`src/rtl/mult_issue_buffer.sv`:
```
// Operand issue / product capture around a fixed-latency pipelined multiplier.
// Optional: define MULT_ISSUE_BYPASS_EN to forward a product straight to out_* when the FIFO is empty.
module mult_issue_buffer #(
    parameter int LATENCY    = 8,
    parameter int FIFO_DEPTH = 4,
    parameter int TAG_W      = 4
) (
    input  logic             clk,
    input  logic             sync_reset,
    input  logic             in_valid,
    output logic             in_ready,
    input  logic [31:0]      in_a,
    input  logic [31:0]      in_b,
    input  logic [TAG_W-1:0] in_tag,
    output logic [31:0]      mul_a,
    output logic [31:0]      mul_b,
    input  logic [63:0]      mul_p,
    output logic             out_valid,
    input  logic             out_ready,
    output logic [63:0]      out_p,
    output logic [TAG_W-1:0] out_tag
);
    localparam int AW = $clog2(FIFO_DEPTH);
    localparam int PW = AW + 1;

    logic [31:0]                   mul_a_q, mul_a_d;
    logic [31:0]                   mul_b_q, mul_b_d;
    logic [LATENCY:0]              sr_valid_q, sr_valid_d;
    logic [LATENCY:0][TAG_W-1:0]   sr_tag_q, sr_tag_d;
    logic [PW-1:0]                 wr_ptr_q, wr_ptr_d;
    logic [PW-1:0]                 rd_ptr_q, rd_ptr_d;
    logic [PW-1:0]                 occ_q, occ_d;

    logic [63:0]      mem_p   [FIFO_DEPTH];
    logic [TAG_W-1:0] mem_tag [FIFO_DEPTH];

    logic             accept, pop, fifo_wr, fifo_rd;
    logic             fifo_empty, fifo_full;
    logic             last_valid;
    logic [TAG_W-1:0] last_tag;

    assign in_ready   = (occ_q < PW'(FIFO_DEPTH));
    assign accept     = in_valid && in_ready;
    assign last_valid = sr_valid_q[LATENCY];
    assign last_tag   = sr_tag_q[LATENCY];
    assign fifo_empty = (wr_ptr_q == rd_ptr_q);
    assign fifo_full  = (wr_ptr_q[AW] != rd_ptr_q[AW]) &&
                        (wr_ptr_q[AW-1:0] == rd_ptr_q[AW-1:0]);
    assign mul_a      = mul_a_q;
    assign mul_b      = mul_b_q;

`ifdef MULT_ISSUE_BYPASS_EN
    // An empty FIFO lets the capture-cycle product go straight out; it is
    // only stored if the consumer does not take it this cycle.
    always_comb begin
        out_valid = !fifo_empty || last_valid;
        out_p     = '0;
        out_tag   = '0;
        if (!fifo_empty) begin
            out_p   = mem_p[rd_ptr_q[AW-1:0]];
            out_tag = mem_tag[rd_ptr_q[AW-1:0]];
        end else if (last_valid) begin
            out_p   = mul_p;
            out_tag = last_tag;
        end
        fifo_wr = last_valid && !(fifo_empty && out_ready) && !fifo_full;
        fifo_rd = !fifo_empty && out_ready;
    end
`else
    always_comb begin
        out_valid = !fifo_empty;
        out_p     = '0;
        out_tag   = '0;
        if (!fifo_empty) begin
            out_p   = mem_p[rd_ptr_q[AW-1:0]];
            out_tag = mem_tag[rd_ptr_q[AW-1:0]];
        end
        fifo_wr = last_valid && !fifo_full;
        fifo_rd = !fifo_empty && out_ready;
    end
`endif

    assign pop = out_valid && out_ready;

    always_comb begin
        mul_a_d    = accept ? in_a : mul_a_q;
        mul_b_d    = accept ? in_b : mul_b_q;
        sr_valid_d = {sr_valid_q[LATENCY-1:0], accept};
        sr_tag_d   = {sr_tag_q[LATENCY-1:0], in_tag};
        wr_ptr_d   = fifo_wr ? wr_ptr_q + 1'b1 : wr_ptr_q;
        rd_ptr_d   = fifo_rd ? rd_ptr_q + 1'b1 : rd_ptr_q;
        // Credits cover in-flight plus buffered ops, so the FIFO cannot overflow.
        occ_d = occ_q;
        if (accept && !pop)
            occ_d = occ_q + 1'b1;
        else if (!accept && pop)
            occ_d = occ_q - 1'b1;
    end

    always_ff @(posedge clk) begin
        if (sync_reset) begin
            mul_a_q    <= '0;
            mul_b_q    <= '0;
            sr_valid_q <= '0;
            sr_tag_q   <= '0;
            wr_ptr_q   <= '0;
            rd_ptr_q   <= '0;
            occ_q      <= '0;
        end else begin
            mul_a_q    <= mul_a_d;
            mul_b_q    <= mul_b_d;
            sr_valid_q <= sr_valid_d;
            sr_tag_q   <= sr_tag_d;
            wr_ptr_q   <= wr_ptr_d;
            rd_ptr_q   <= rd_ptr_d;
            occ_q      <= occ_d;
        end
    end

    always_ff @(posedge clk) begin
        if (fifo_wr && !sync_reset) begin
            mem_p[wr_ptr_q[AW-1:0]]   <= mul_p;
            mem_tag[wr_ptr_q[AW-1:0]] <= last_tag;
        end
    end
endmodule

```
`config.mk`:
```
export PLATFORM = sky130hd
export DESIGN_NAME = mult_issue_buffer
export DESIGN_NICKNAME = d
export VERILOG_FILES = /design/src/rtl/mult_issue_buffer.sv
export SDC_FILE = /design/constraint.sdc
export NUM_CORES = 1
export LEC_CHECK = 0
export ABC_AREA = 1
export CAP_MARGIN = 10
export CORE_UTILIZATION = 50
export DETAILED_ROUTE_END_ITERATION = 7
export PLACE_DENSITY = 0.76
export RECOVER_POWER = 25
export SLEW_MARGIN = 20
export SYNTH_ARGS = -nofsm -noshare
export SYNTH_HDL_FRONTEND = slang
export SYNTH_SLANG_ARGS = --single-unit
```
`constraint.sdc`:
```
create_clock -name clk -period 7.2 [get_ports clk]
set_input_delay 1.08 -clock clk [delete_from_list [all_inputs] [get_ports clk]]
set_output_delay 1.08 -clock clk [all_outputs]
set_load 0.02 [all_outputs]
```
Word-level counts from Yosys, hierarchy flattened
Memories as Yosys holds them, arrays and structs flattened. A register that Yosys moved wholly into a read port is not among the register bits.
Cells that the tools add are included.
{"block": "totals", "regBits": 118, "ramBits": 272, "in_bits": 136, "out_inout_bits": 134, "elab_cells": 48, "mem_count": 2}
{"block": "classes", "add_sub_neg": 4, "n_lt_le_gt_ge": 1, "n_eq_ne": 3, "mux": 10, "n_reduce_logical": 13}
{"name": "mem_p", "depth": 4, "width": 64, "rd": 1, "rd_clocked_by_memory_dff": 1, "write_ports": 1, "line": "34", "text": "logic [63:0] mem_p [FIFO_DEPTH];"}
{"name": "mem_tag", "depth": 4, "width": 4, "rd": 1, "rd_clocked_by_memory_dff": 1, "write_ports": 1, "line": "35", "text": "logic [TAG_W-1:0] mem_tag [FIFO_DEPTH];"}
{"cell": "64-bit 2-to-1 mux", "n": 1}
{"cell": "3-bit by 1-bit adder with 3-bit output, second input constant", "n": 3}
{"cell": "2-bit 2-to-1 mux", "n": 4}
{"cell": "1-bit logical AND", "n": 7}
{"cell": "3-bit 2-to-1 mux", "n": 2}
{"cell": "1-bit logical NOT", "n": 5}
{"cell": "4-bit 2-to-1 mux", "n": 1}
{"cell": "3-bit == test", "n": 1}
{"cell": "3-bit less-than comparator, second input constant", "n": 1}
{"cell": "3-bit by 1-bit subtractor with 3-bit output, second input constant", "n": 1}
{"cell": "2-bit == test", "n": 1}
{"cell": "1-bit 2-to-1 mux", "n": 2}
{"cell": "2-bit nonzero test", "n": 1}
{"cell": "1-bit != test", "n": 1}

Longest topological paths before layout
{"block": "depth", "ltp_word": 7, "mapped_depth": 13, "ltp_nobuf": 12}

Worst setup path before layout
OpenSTA, ideal clock, no wires.
{"block": "synth_path", "path_type": "input-to-reg", "from": "input sync_reset", "to": "memory mem_p[0][0], enable pin", "arrival_time_ps": 4192, "required_time_ps": 6706, "slack_ps": 2514, "path_stages": 3, "n_path_buf": 0, "path_cell_list": "inv_1 > nand2_1 > nor2_1"}
{"block": "synth_via", "elab_chain_cells": 4}
{"element": "start: declaration", "line": "9", "text": "input logic sync_reset,"}
{"element": "1-bit logical NOT", "line": "121", "text": "if (fifo_wr && !sync_reset) begin"}
{"element": "1-bit logical AND", "line": "121"}
{"element": "1-bit 2-to-1 mux", "line": "121"}
{"element": "1-bit 2-to-1 mux (implied by the code)", "line": "122", "text": "mem_p[wr_ptr_q[AW-1:0]] <= mul_p;"}
{"element": "end: declaration", "line": "34"}
Every way passes these cells.

==> metrics.cfg <==
[clock_network]
clock-sinks=392
cts_resized=0
cts_buffers=39
cts_max_level=2
clk_path_buf_depth=3
clk_pin_slew_worst_paths_ns=0.06
insertion_delay_ns=0.52
cts_tree=yes
clock-root-buffer=clkbuf_16
postCtsSetupBuffers=0
cts_hold_buffers=0

[synth]
synth.avg_cell_area_um2=10.8
async_flop_share=0
syn_nets=1520
ys_seq_elements=392
synthTopCellsByCount=nor2_1 (392), edfxtp_1 (272), o21ai_0 (142)
synth_cells=1377
synthTopCellsByArea=edfxtp_1 (55%), dfxtp_1 (16%), nor2_1 (9.9%)
synthFlopType=edfxtp_1
syn_area_um2=14800
post-synth-top-count-cell=nor2_1
yosysTopAreaCell=edfxtp_1
synth-edff-count=272
seq_area_frac_synth=0.712
yosys_warnings=0
synth_top_area_frac=0.550
synthDistinctLibCells=22

[finish]
finalInstanceArea_um2=19000
drive_gt1_frac=0.0474
syn2layout_area_growth_pct=28.2
nNetsFinal=1761
multi_input_area_um2=3400
seq_area_um2=10600
nFillCells=2199
fin_cells=2033
fin_util=0.658

[hold_path]
holdPathStages=2
hold_class=flip-flop to flip-flop

[critical_path]
reg2reg_from=wr_ptr_q[0]
crit_path_start_kind=flip-flop
cp.depth=7
slowest_delay_ns=0.60
setup.worst_path.end=out_p[63]
cp_top_family=buffers and inverters
reg2reg_depth=9
r2r_end=mem_p[3][22]
end_kind=output port
critPathKind=flip-flop to output port
crit_buf_inv=4
reg2reg_slack_ns=4.03
worst-path-max-fanout=85
cp.required_ns=6.12
arrival_ns=3.31
crit_path_top_delay_cell=inv_4
path_cells=inv_4, buf_4, o21ai_0, o21ai_1, nand2_1, inv_1, clkdlybuf4s50_1

[detailed_routing]
dr.pass1.iters=4
via_per_inst=4.96
ant_nets=0
drc_errors=0
drtIter0Drc=837
wire_per_inst_um=15.3
vias=10100
drt-total-wl_um=31200

[grt]
grt_overflow=0
grt_use_total=0.206
grt_max_degree=123
grt_pass1_wl_um=49800
antenna_found_initial=3
grt_pass1_vias=9928

[pwr]
ir_drop_mv=0.226
pwr-share-clk=0.383
netSwitchingFraction=0.241
p_comb_frac=0.144
power_frac_seq=0.473
p_leak_nw=7.25
power.switching_mw=1.29
power_density_nw_per_um2=281
intPower_mw=4.05

[sta]
drv_slew=0
max_freq_mhz=228
hold_slack_ns=0.395
fin_crit_ns=4.39
hold_viol_final=0
rsz0062_at_grt=false
worstMarginPinSlew_ns=1.05
clock-skew-final_ns=0.0144
setup_tns_ns=0
max-slew-margin-rel=0.297
period_share=0.609
setup_violations=0

[placed_design]
io_buffers=269
place_area_um2=17700
placedCellCount=1961
routabilityCongestion=0.751
post-dp-hpwl_um=18400

[floorplan]
start_util=0.513
ios=270
rows=62
die_h_um=174
die_area_um2=30400
chipWidth_um=174
core_um2=28900

[run]
cap_violations=0

[status]
status=finished clean

## power by group through the flow
stage          sequential [mW]  combinational [mW]  clock [mW]
6_report                  2.53               0.768        2.05
5_1_grt                   2.54               0.849        2.18
4_1_cts                   2.53               0.780        2.08
3_5_place_dp              2.58               0.774           0
3_3_place_gp              2.57               0.761           0
2_1_floorplan             2.64               0.360           0
## worst reg2reg max path: cells and delay by family (launching register included)
kind	cells	cell delay [ns]
buf+inv	3	0.84
flops	1	0.43
simple gates	6	1.47
## state kept, by name, indices dropped and copies added (netlist names), named ones only
register	flops
rd_ptr_q	3
sr_valid_q	9
mul_a	32
mem_p	256
last_tag	4
sr_tag_d	32
mem_tag	16
mul_b	32
wr_ptr_q	3
occ_q	3
## logic make-up (layout without fill, tap and decap cells)
logic type,after synthesis,count (layout),synth area share
AND/OR/NAND/NOR,491,491,0.125
flip-flops,392,392,0.712
AO/OA/AOI/OAI,276,276,0.0931
buffers and inverters,209,478,0.0617
adder cells (fa/ha/maj),7,7,0.00641
XOR/XNOR,2,2,0.00118
other,0,3,0
## metrics by stage
| stage | total power, mW | worst slack (ns) |
|---|---|---|
| 2_1_floorplan | 3.00 | 2.51 |
| 3_3_place_gp | 3.33 | 3.43 |
| 3_5_place_dp | 3.35 | 3.36 |
| 4_1_cts | 5.39 | 2.79 |
| 5_1_grt | 5.56 | 2.60 |
| 6_report | 5.34 | 2.81 |
## cells in the final DEF, fill, tap and decap left out, types with 2 or more instances in the layout
master	Yosys	routed
clkinv_2	0	7
nand2_1	90	89
nor2_1	392	388
diode_2	0	3
edfxtp_1	272	272
nor2_4	0	4
o21ai_0	142	142
nand2_2	1	2
bufinv_16	0	5
inv_1	128	127
clkbuf_1	31	10
nand3b_1	2	2
clkdlybuf4s50_1	0	221
o21ai_1	129	129
buf_4	11	8
dfxtp_1	120	118
a21oi_1	5	5
xor2_1	2	2
clkinv_1	0	4
dfxtp_4	0	2
inv_2	3	2
dlygate4sd3_1	0	47
clkbuf_16	0	42
ha_1	6	6
nand3_1	6	5
## per-layer routing
metal,vias to the layer above,GRT usage,share of wire
met5,-,0,0
met4,0,0.0691,0.023
met3,50,0.0488,0.071
met2,307,0.362,0.50
met1,4712,0.247,0.41
li1,5023,-,-
## final cells by class
cell class / instances / area share
clock buffers: 52 / 0.0572
clock inverters: 17 / 0.0117
well taps: 384 / 0.0252
repair buffers: 278 / 0.145
inverters: 131 / 0.0260
diodes: 3 / 0.000394
flip-flops and latches: 392 / 0.556
multi-input cells: 776 / 0.179
## worst min path at each step
stage	end	slack [ns]	startpoint
after floorplan	last_tag[0]	0.39	sr_tag_d[32]
after global placement	sr_tag_d[32]	0.39	sr_tag_d[28]
after detailed placement	sr_tag_d[11]	0.39	sr_tag_d[7]
after CTS	sr_tag_d[15]	0.40	sr_tag_d[11]
after global routing	sr_valid_q[2]	0.41	sr_valid_q[1]
final	sr_tag_d[15]	0.40	sr_tag_d[11]
Note: power is estimated with default switching activity, not from simulation.
